$ cat config.mk
export PLATFORM = sky130hd
export DESIGN_NAME = uart_rx
export DESIGN_NICKNAME = d
export VERILOG_FILES = /design/src/rtl/uart_pkg.sv /design/src/rtl/sync_2ff.sv /design/src/rtl/uart_rx.sv
export SDC_FILE = /design/constraint.sdc
export NUM_CORES = 1
export LEC_CHECK = 0
export CAP_MARGIN = 5
export CELL_PAD_IN_SITES_DETAIL_PLACEMENT = 1
export CELL_PAD_IN_SITES_GLOBAL_PLACEMENT = 1
export CORE_MARGIN = 3
export CORE_UTILIZATION = 43
export CTS_BUF_LIST = sky130_fd_sc_hd__clkbuf_4 sky130_fd_sc_hd__clkbuf_8
export CTS_CLUSTER_SIZE = 28
export DETAILED_ROUTE_END_ITERATION = 7
export GPL_ROUTABILITY_DRIVEN = 0
export PLACE_DENSITY = 0.86
export SLEW_MARGIN = 40
export SYNTH_ARGS = -nofsm -noshare
export SYNTH_HDL_FRONTEND = slang
export SYNTH_SLANG_ARGS = --single-unit
$ cat constraint.sdc
create_clock -name clk -period 1.7 [get_ports clk]
set_clock_uncertainty 0.1 [all_clocks]
set_input_delay 0.34 -clock clk [delete_from_list [all_inputs] [get_ports clk]]
set_output_delay 0.34 -clock clk [all_outputs]
set_load 0.03 [all_outputs]
$ cat src/rtl/uart_pkg.sv
// Shared UART definitions: receiver state encoding, default oversample ratio
// and the parity helper used by both the receiver and the transmitter.
package uart_pkg;

  typedef enum logic [2:0] {
    IDLE,
    START,
    DATA,
    PARITY,
    STOP,
    BREAK
  } uart_rx_state_t;

  localparam int UART_OVERSAMPLE = 16;
  localparam int UART_MAX_BITS   = 9;

  // Expected parity bit; callers zero-extend narrower words, which leaves the XOR unchanged.
  function automatic logic uart_parity(input logic [UART_MAX_BITS-1:0] data, input logic odd);
    return (^data) ^ odd;
  endfunction

endpackage

$ cat src/rtl/sync_2ff.sv
// Two-flop synchronizer for a single asynchronous level; both stages reset to RESET_VAL.
module sync_2ff #(
  parameter logic RESET_VAL = 1'b0
) (
  input  logic clk,
  input  logic rst_n,
  input  logic d,
  output logic q
);

  logic meta_q;
  logic sync_q;

  always_ff @(posedge clk or negedge rst_n) begin
    if (!rst_n) begin
      meta_q <= RESET_VAL;
      sync_q <= RESET_VAL;
    end else begin
      meta_q <= d;
      sync_q <= meta_q;
    end
  end

  assign q = sync_q;

endmodule

$ cat src/rtl/uart_rx.sv
// UART receiver: oversampled start/data/parity/stop deserialiser feeding a
// valid/ready holding register with parity, framing and overrun status.
module uart_rx
  import uart_pkg::*;
#(
  parameter int DATA_BITS  = 8,
  parameter int PARITY_EN  = 0,
  parameter int PARITY_ODD = 0,
  parameter int OVERSAMPLE = UART_OVERSAMPLE
) (
  input  logic                 clk,
  input  logic                 rst,
  input  logic                 RX_tick,
  input  logic                 rx,
  output logic [DATA_BITS-1:0] rx_data,
  output logic                 rx_valid,
  input  logic                 rx_ready,
  output logic                 parity_err,
  output logic                 frame_err,
  output logic                 overrun
);

  localparam int SCNT_W = $clog2(OVERSAMPLE);
  localparam int BCNT_W = 4;
  localparam logic [SCNT_W-1:0] SCNT_HALF = SCNT_W'(OVERSAMPLE / 2 - 1);
  localparam logic [SCNT_W-1:0] SCNT_FULL = SCNT_W'(OVERSAMPLE - 1);
  localparam logic [BCNT_W-1:0] BCNT_LAST = BCNT_W'(DATA_BITS - 1);
  localparam uart_rx_state_t    AFTER_DATA = (PARITY_EN != 0) ? PARITY : STOP;

  logic rx_s;
  logic tick_d1_q;
  logic tick;
  logic mid_bit;
  logic frame_done;

  uart_rx_state_t       state_q, state_d;
  logic [SCNT_W-1:0]    scnt_q, scnt_d;
  logic [BCNT_W-1:0]    bcnt_q, bcnt_d;
  logic [DATA_BITS-1:0] shift_q, shift_d;
  logic                 perr_q, perr_d;
  logic [DATA_BITS-1:0] rx_data_q, rx_data_d;
  logic                 rx_valid_q, rx_valid_d;
  logic                 parity_err_q, parity_err_d;
  logic                 frame_err_q, frame_err_d;
  logic                 overrun_q, overrun_d;

  sync_2ff #(.RESET_VAL(1'b1)) u_rx_sync (
    .clk   (clk),
    .rst_n (rst),
    .d     (rx),
    .q     (rx_s)
  );

  assign tick    = RX_tick & ~tick_d1_q;
  assign mid_bit = tick && (scnt_q == SCNT_FULL);

  always_comb begin
    state_d      = state_q;
    scnt_d       = scnt_q;
    bcnt_d       = bcnt_q;
    shift_d      = shift_q;
    perr_d       = perr_q;
    rx_data_d    = rx_data_q;
    rx_valid_d   = rx_valid_q;
    parity_err_d = parity_err_q;
    frame_err_d  = frame_err_q;
    overrun_d    = 1'b0;
    frame_done   = 1'b0;

    // Free-running bit-period counter; states that need a fresh phase clear it explicitly.
    if (tick) begin
      scnt_d = (scnt_q == SCNT_FULL) ? '0 : scnt_q + SCNT_W'(1);
    end

    case (state_q)
      IDLE: begin
        if (tick && !rx_s) begin
          scnt_d  = '0;
          state_d = START;
        end
      end
      START: begin
        if (tick && (scnt_q == SCNT_HALF)) begin
          scnt_d  = '0;
          bcnt_d  = '0;
          perr_d  = 1'b0;
          state_d = rx_s ? IDLE : DATA;
        end
      end
      DATA: begin
        if (mid_bit) begin
          shift_d = {rx_s, shift_q[DATA_BITS-1:1]};
          bcnt_d  = bcnt_q + BCNT_W'(1);
          if (bcnt_q == BCNT_LAST) state_d = AFTER_DATA;
        end
      end
      PARITY: begin
        if (mid_bit) begin
          perr_d  = rx_s ^ uart_parity(UART_MAX_BITS'(shift_q), 1'(PARITY_ODD));
          state_d = STOP;
        end
      end
      STOP: begin
        if (mid_bit) begin
          frame_done = 1'b1;
          state_d    = rx_s ? IDLE : BREAK;
        end
      end
      BREAK: begin
        if (rx_s) state_d = IDLE;
      end
      default: state_d = IDLE;
    endcase

    if (rx_valid_q && rx_ready) rx_valid_d = 1'b0;

    // A completing frame may overwrite only a register that is empty or being drained now.
    if (frame_done) begin
      if (!rx_valid_q || rx_ready) begin
        rx_data_d    = shift_q;
        parity_err_d = perr_q;
        frame_err_d  = ~rx_s;
        rx_valid_d   = 1'b1;
      end else begin
        overrun_d = 1'b1;
      end
    end
  end

  always_ff @(posedge clk or negedge rst) begin
    if (!rst) begin
      tick_d1_q    <= 1'b0;
      state_q      <= IDLE;
      scnt_q       <= '0;
      bcnt_q       <= '0;
      shift_q      <= '0;
      perr_q       <= 1'b0;
      rx_data_q    <= '0;
      rx_valid_q   <= 1'b0;
      parity_err_q <= 1'b0;
      frame_err_q  <= 1'b0;
      overrun_q    <= 1'b0;
    end else begin
      tick_d1_q    <= RX_tick;
      state_q      <= state_d;
      scnt_q       <= scnt_d;
      bcnt_q       <= bcnt_d;
      shift_q      <= shift_d;
      perr_q       <= perr_d;
      rx_data_q    <= rx_data_d;
      rx_valid_q   <= rx_valid_d;
      parity_err_q <= parity_err_d;
      frame_err_q  <= frame_err_d;
      overrun_q    <= overrun_d;
    end
  end

  assign rx_data    = rx_data_q;
  assign rx_valid   = rx_valid_q;
  assign parity_err = parity_err_q;
  assign frame_err  = frame_err_q;
  assign overrun    = overrun_q;

endmodule
==> results of run 1 <==
## final cells by class
type / instances / area share (%)
well taps: 48 / 2.648
flip-flops and latches: 35 / 38.83
clock inverters: 2 / 0.5516
inverters: 2 / 0.3309
multi-input cells: 92 / 37.84
clock buffers: 6 / 3.365
repair buffers: 39 / 16.44
## critical path: stages, from the launching register on
cell,delay (ns)
dfrtp_1,0.40
or2b_1,0.27
nor4_4,0.30
buf_6,0.20
mux2_4,0.31
## cell usage in the layout (no fill, tap or decap), types with 4 or more instances in the layout
master,instances
buf_4,16
a21oi_1,5
xor2_1,4
nor2_1,5
clkbuf_8,5
mux2_4,17
xnor2_1,5
dlygate4sd2_1,12
nand2_1,11
dfrtp_1,31
buf_6,4
## logic make-up (layout without fill, tap and decap cells)
logic type               Yosys count  count (layout)  synth area share, %
multiplexers                      19              19                15.35
adder cells (fa/ha/maj)            2               2                1.468
buffers and inverters              9              49                2.864
flip-flops                        35              35                51.54
XOR/XNOR                          10              10                5.947
AND/OR/NAND/NOR                   41              41                14.69
AO/OA/AOI/OAI                     20              20                8.150
## cell usage after synthesis, types with 2 or more instances
cell / count
inv_1: 2
ha_1: 2
nand4_1: 2
mux2_4: 13
nor2b_1: 3
dfrtp_1: 33
nor3_1: 2
a22o_1: 2
buf_2: 3
xor2_1: 4
xnor2_1: 5
and3b_1: 2
o21ai_0: 3
nand3_1: 3
clkbuf_1: 2
nor2_1: 6
o21ai_1: 2
mux2_2: 5
dfstp_2: 2
nand2_1: 11
a21oi_1: 5
## flip-flops by register name (all words and copies together), names as in the netlist
register,count
scnt_q,4
parity_err,1
rx_data,8
u_rx_sync.meta_q,1
frame_err,1
u_rx_sync.q,1
state_q,3
tick_d1_q,1
rx_valid,1
bcnt_q,4
shift_q,8
overrun,1
perr_q,1
## where the power goes
part	internal (mW)	switching (mW)	leakage, nW
Sequential	0.914	0.132	0.468
Clock	0.302	0.317	0.0446
Combinational	0.327	0.362	0.599
## stage by stage
stage	setup WS, ns	hold slack (ns)
5_1_grt	-0.07377	0.1650
6_report	-0.008516	0.1517
2_1_floorplan	-0.02339	-0.05559
3_5_place_dp	-0.3506	0.2527
4_1_cts	-0.02162	0.2635
3_3_place_gp	-0.3014	0.2466
## worst max-delay path by stage
stage,slack [ns],end,cells past startpoint,start
2_1_floorplan,-0.02,shift_q[0]$_DFFE_PN0P_,4,state_q[2]$_DFFE_PN0P_
3_3_place_gp,-0.30,shift_q[3]$_DFFE_PN0P_,5,RX_tick
3_5_place_dp,-0.35,shift_q[3]$_DFFE_PN0P_,5,RX_tick
4_1_cts,-0.02,shift_q[6]$_DFFE_PN0P_,5,scnt_q[1]$_DFF_PN0_
5_1_grt,-0.07,rx_data[4]$_DFFE_PN0P_,5,state_q[2]$_DFFE_PN0P_
6_report,-0.009,shift_q[5]$_DFFE_PN0P_,4,state_q[2]$_DFFE_PN0P_
## repair_timing
item	4_1_cts	5_1_grt
setup endpoints to repair	17	29
buffers inserted	2	3
pin swaps	3	5
gates resized for setup	18	15
## per-layer routing
| metal | track usage (%) | part of all wire [%] |
|---|---|---|
| met1 | 23.69 | 43 |
| met2 | 34.88 | 52 |
| met3 | 5.835 | 3.0 |
| met4 | 9.976 | 2.5 |
| met5 | 0 | 0 |
==> flow_summary.json, run 1 <==
{
  "p_per_area_mw_per_mm2": 1038,
  "syn_area_per_cell_um2": 12.53,
  "status": "complete, but fails checks",
  "clk_pin_slew_ns": 0.08,
  "die_y_um": 68.96,
  "final_antenna_net_count": 0,
  "hp-start": "RX_tick",
  "cp-end-kind": "flop",
  "cts_tree": "done",
  "hold_viol": 0,
  "placed_cell_area_mm2": 0.002046,
  "fillers": 392,
  "vias": 1244,
  "multi_input_area_um2": 858.3,
  "syn_area_mm2": 0.001704,
  "cts_buffer_depth": 2,
  "ctsHoldBuffers": 0,
  "synth_top_area_share_pct": 48.46,
  "synth_cell_types": 45,
  "wl_per_cell_um": 20.33,
  "hold_end": "tick_d1_q$_DFF_PN0_",
  "ff_latch_area_um2": 880.8,
  "r2r-end": "shift_q[5]$_DFFE_PN0P_",
  "core.rowCount": 22,
  "grt_pass1_wl_mm": 6.851,
  "fin_ws_ns": -0.008516,
  "cp_max_fo": 6,
  "synth.largest_area_cell": "dfrtp_1",
  "initial_utilization_pct": 45.52,
  "r2r_start": "state_q[2]$_DFFE_PN0P_",
  "gr-total-overflow": 0,
  "dr.pass1.iters": 4,
  "hp-class": "primary input to flop",
  "yosysSeqAreaShare_pct": 51.54,
  "ys_ff_latch": 35,
  "grt_usage_pct": 20.55,
  "dp_hpwl_mm": 2.897,
  "drive_above_1_share_pct": 37.50,
  "r2r_slack_ns": -0.009,
  "core-area_mm2": 0.003744,
  "syn_to_final_growth_pct": 33.11,
  "clock_sinks": 35,
  "fmax_mhz": 585.3,
  "synthesis.nets": 143,
  "wirelength_mm": 4.553,
  "grt_pass1_vias": 1340,
  "violations": "negative setup slack",
  "synthFlopType": "dfrtp_1",
  "place_inst": 211,
  "drv_slew": 0,
  "die_x_um": 68.96,
  "min_period_ns": 1.709,
  "grt_max_degree": 36,
  "die_area_mm2": 0.004755,
  "dr.first_iter.drc_count": 60,
  "worst_pin_slew_ns": 0.2969,
  "final_util_pct": 60.59,
  "start_kind": "flop",
  "critPathArrivalTime_ns": 1.78,
  "io_buffers": 16,
  "r2r_cells": 4,
  "period_share_pct": 100.5,
  "setup_tns_ns": -0.008516,
  "syn_inst": 136,
  "final_cells": 224,
  "cts_root_buffer": "clkbuf_8",
  "cts_buffers": 5,
  "setup_violations": 1,
  "ys_async_sr_fraction_pct": 100.0,
  "via_per_inst": 5.554,
  "antenna_cells": 0,
  "p_leak_nw": 1.112,
  "relSlewSlack_pct": 80.06,
  "htree_levels": 2,
  "ys_top_cells_by_area": "dfrtp_1, mux2_4, mux2_2, dfstp_2, xnor2_1",
  "fin_nets": 182,
  "io_pins": 17,
  "synth_edf_count": 0,
  "clkLatencyLatePin_ns": 0.29,
  "crit_type": "flop to flop",
  "antenna_found_initial": 0,
  "irDropWorstVdd_mv": 0.5653,
  "maxCapViolCount": 0,
  "critPathRequiredTime_ns": 1.77,
  "postLayoutCellArea_mm2": 0.002268,
  "grt_setup_unrepaired": "true",
  "ys_warn_count": 0,
  "drc": 0,
  "finalPower_mw": 2.355,
  "min_path_cells": 1
}
Note: power is estimated with default switching activity, not from simulation.
==> run 2, diff against run 1 <==
--- a/config.mk
+++ b/config.mk
@@ -8,6 +8,7 @@
 export CAP_MARGIN = 5
 export CELL_PAD_IN_SITES_DETAIL_PLACEMENT = 1
 export CELL_PAD_IN_SITES_GLOBAL_PLACEMENT = 1
+export CORE_ASPECT_RATIO = 0.75
 export CORE_MARGIN = 3
 export CORE_UTILIZATION = 43
 export CTS_BUF_LIST = sky130_fd_sc_hd__clkbuf_4 sky130_fd_sc_hd__clkbuf_8
==> flow_summary.json, run 2 (synthesis results as in run 1) <==
{
  "period_share_pct": 99.41,
  "cts_setup_buffers": 0,
  "post-place-ws_ns": -0.3283,
  "cts_buffers": 5,
  "cp_max_fo": 10,
  "r2r_start": "scnt_q[0]$_DFF_PN0_",
  "drc": 0,
  "grt_pass1_vias": 1287,
  "cp-end-kind": "flop",
  "via_per_inst": 5.281,
  "final_cell_mix": "dfrtp_1, mux2_4, dlygate4sd2_1",
  "r2r_slack_ns": 0.01,
  "clkLatencyLatePin_ns": 0.30,
  "cts_root_buffer": "clkbuf_8",
  "hold_viol": 0,
  "ctsHoldBuffers": 0,
  "grt.busiest_layer": "met2",
  "place_inst": 213,
  "die_y_um": 60.52,
  "die_area_mm2": 0.004762,
  "gr-total-overflow": 0,
  "htree_levels": 2,
  "irDropWorstVdd_mv": 0.7733,
  "grt_max_degree": 36,
  "grt_setup_unrepaired": "true",
  "dr.first_iter.drc_count": 26,
  "grt_pass1_wl_mm": 6.782,
  "slowest_delay_ns": 0.39,
  "fin_ws_ns": 0.01002,
  "use_met3_pct": 7.418,
  "hp-start": "u_rx_sync.meta_q$_DFF_PN1_",
  "io_buffers": 16,
  "grtUsageMet2_pct": 32.04,
  "clock_sinks": 35,
  "finalPower_mw": 2.436,
  "wl_per_cell_um": 18.57,
  "cts_tree": "done",
  "clk_pin_slew_ns": 0.07,
  "final_cells": 221,
  "hold_end": "u_rx_sync.q$_DFF_PN1_",
  "critPathArrivalTime_ns": 1.77,
  "holdWs_ns": 0.2645,
  "antenna_found_initial": 0,
  "drive_above_1_share_pct": 31.95,
  "min_path_cells": 0,
  "grt_usage_pct": 19.62,
  "multi_input_area_um2": 780.7,
  "final_common_cell": "dfrtp_1",
  "die_x_um": 78.69,
  "critPathRequiredTime_ns": 1.78,
  "fin_nets": 175,
  "vias": 1167,
  "hp-class": "flop to flop",
  "p_per_area_mw_per_mm2": 1125,
  "core-area_mm2": 0.003732,
  "cts_buffer_depth": 2,
  "p_leak_nw": 1.074,
  "r2r_cells": 5,
  "fmax_mhz": 591.7,
  "r2r-end": "rx_data[0]$_DFFE_PN0P_",
  "io_pins": 17,
  "worst_pin_slew_ns": 0.3403,
  "dp_hpwl_mm": 2.782,
  "ff_latch_area_um2": 879.6,
  "core.rowCount": 19,
  "antenna_cells": 0,
  "relSlewSlack_pct": 77.31,
  "wirelength_mm": 4.103,
  "final_antenna_net_count": 0,
  "start_kind": "flop",
  "initial_utilization_pct": 45.66,
  "maxCapViolCount": 0,
  "fillers": 393,
  "dr.pass1.iters": 4,
  "status": "completed",
  "min_period_ns": 1.690,
  "crit_type": "flop to flop",
  "gr-usage-met1_pct": 23.77,
  "worstPathCellList": "ha_2 > and3_1 > nand4_1 > buf_6 > mux2_2",
  "syn_to_final_growth_pct": 27.09,
  "setup_violations": 0,
  "critPathSlowestCell": "dfrtp_1",
  "drv_slew": 0
}
==> run 2: power breakdown <==
part	switching (mW)	internal, mW	leakage (nW)	total, mW
Combinational	0.277	0.243	0.537	0.519
Clock	0.305	0.602	0.0688	0.907
Sequential	0.0981	0.911	0.469	1.01
==> run 2: critical path: cells and delay by family (launching register included) <==
kind | cells | cell delay (ns)
fa+ha+maj | 1 | 0.21
flops | 1 | 0.39
buf+inv | 1 | 0.19
simple gates | 2 | 0.36
mux | 1 | 0.34
==> run 2: layout make-up <==
type	instances	area share (%)
inverter	2	0.3466
clock buffer	6	3.524
clock inverter	2	2.773
sequential	35	40.61
multi-input combinational	92	36.05
timing repair buffer	32	13.69
tap	52	3.004
==> run 2: worst max-delay path by stage <==
stage	endpoint	startpoint	cells past startpoint	slack (ns)
after floorplan	shift_q[0]$_DFFE_PN0P_	state_q[2]$_DFFE_PN0P_	4	-0.02
after global placement	shift_q[3]$_DFFE_PN0P_	RX_tick	5	-0.29
after detailed placement	shift_q[4]$_DFFE_PN0P_	RX_tick	5	-0.33
after CTS	bcnt_q[2]$_DFFE_PN0P_	state_q[1]$_DFFE_PN0P_	5	0.002
after global routing	bcnt_q[2]$_DFFE_PN0P_	scnt_q[0]$_DFF_PN0_	7	-0.08
final	rx_data[0]$_DFFE_PN0P_	scnt_q[0]$_DFF_PN0_	5	0.01
==> run 2: repair_timing <==
item / CTS / global route
resized for setup: 16 / 1
cloned: 0 / 0
setup endpoints to repair: 23 / 21
pin swaps: 0 / 0
==> run 2: metrics by stage <==
step	util, %	cell area [um2]	TNS, ns
2_1_floorplan	-	1707	-0.1170
3_3_place_gp	54.54	2036	-6.419
3_5_place_dp	54.54	2036	-7.548
4_1_cts	58.00	2165	0
5_1_grt	58.03	2166	-0.3822
6_report	58.03	2166	0
==> run 2: per-layer routing <==
metal	routed length (um)	part of all wire, %
met5	0	0
met1	1820	44
met3	155	3.8
met4	117	2.9
met2	2009	49
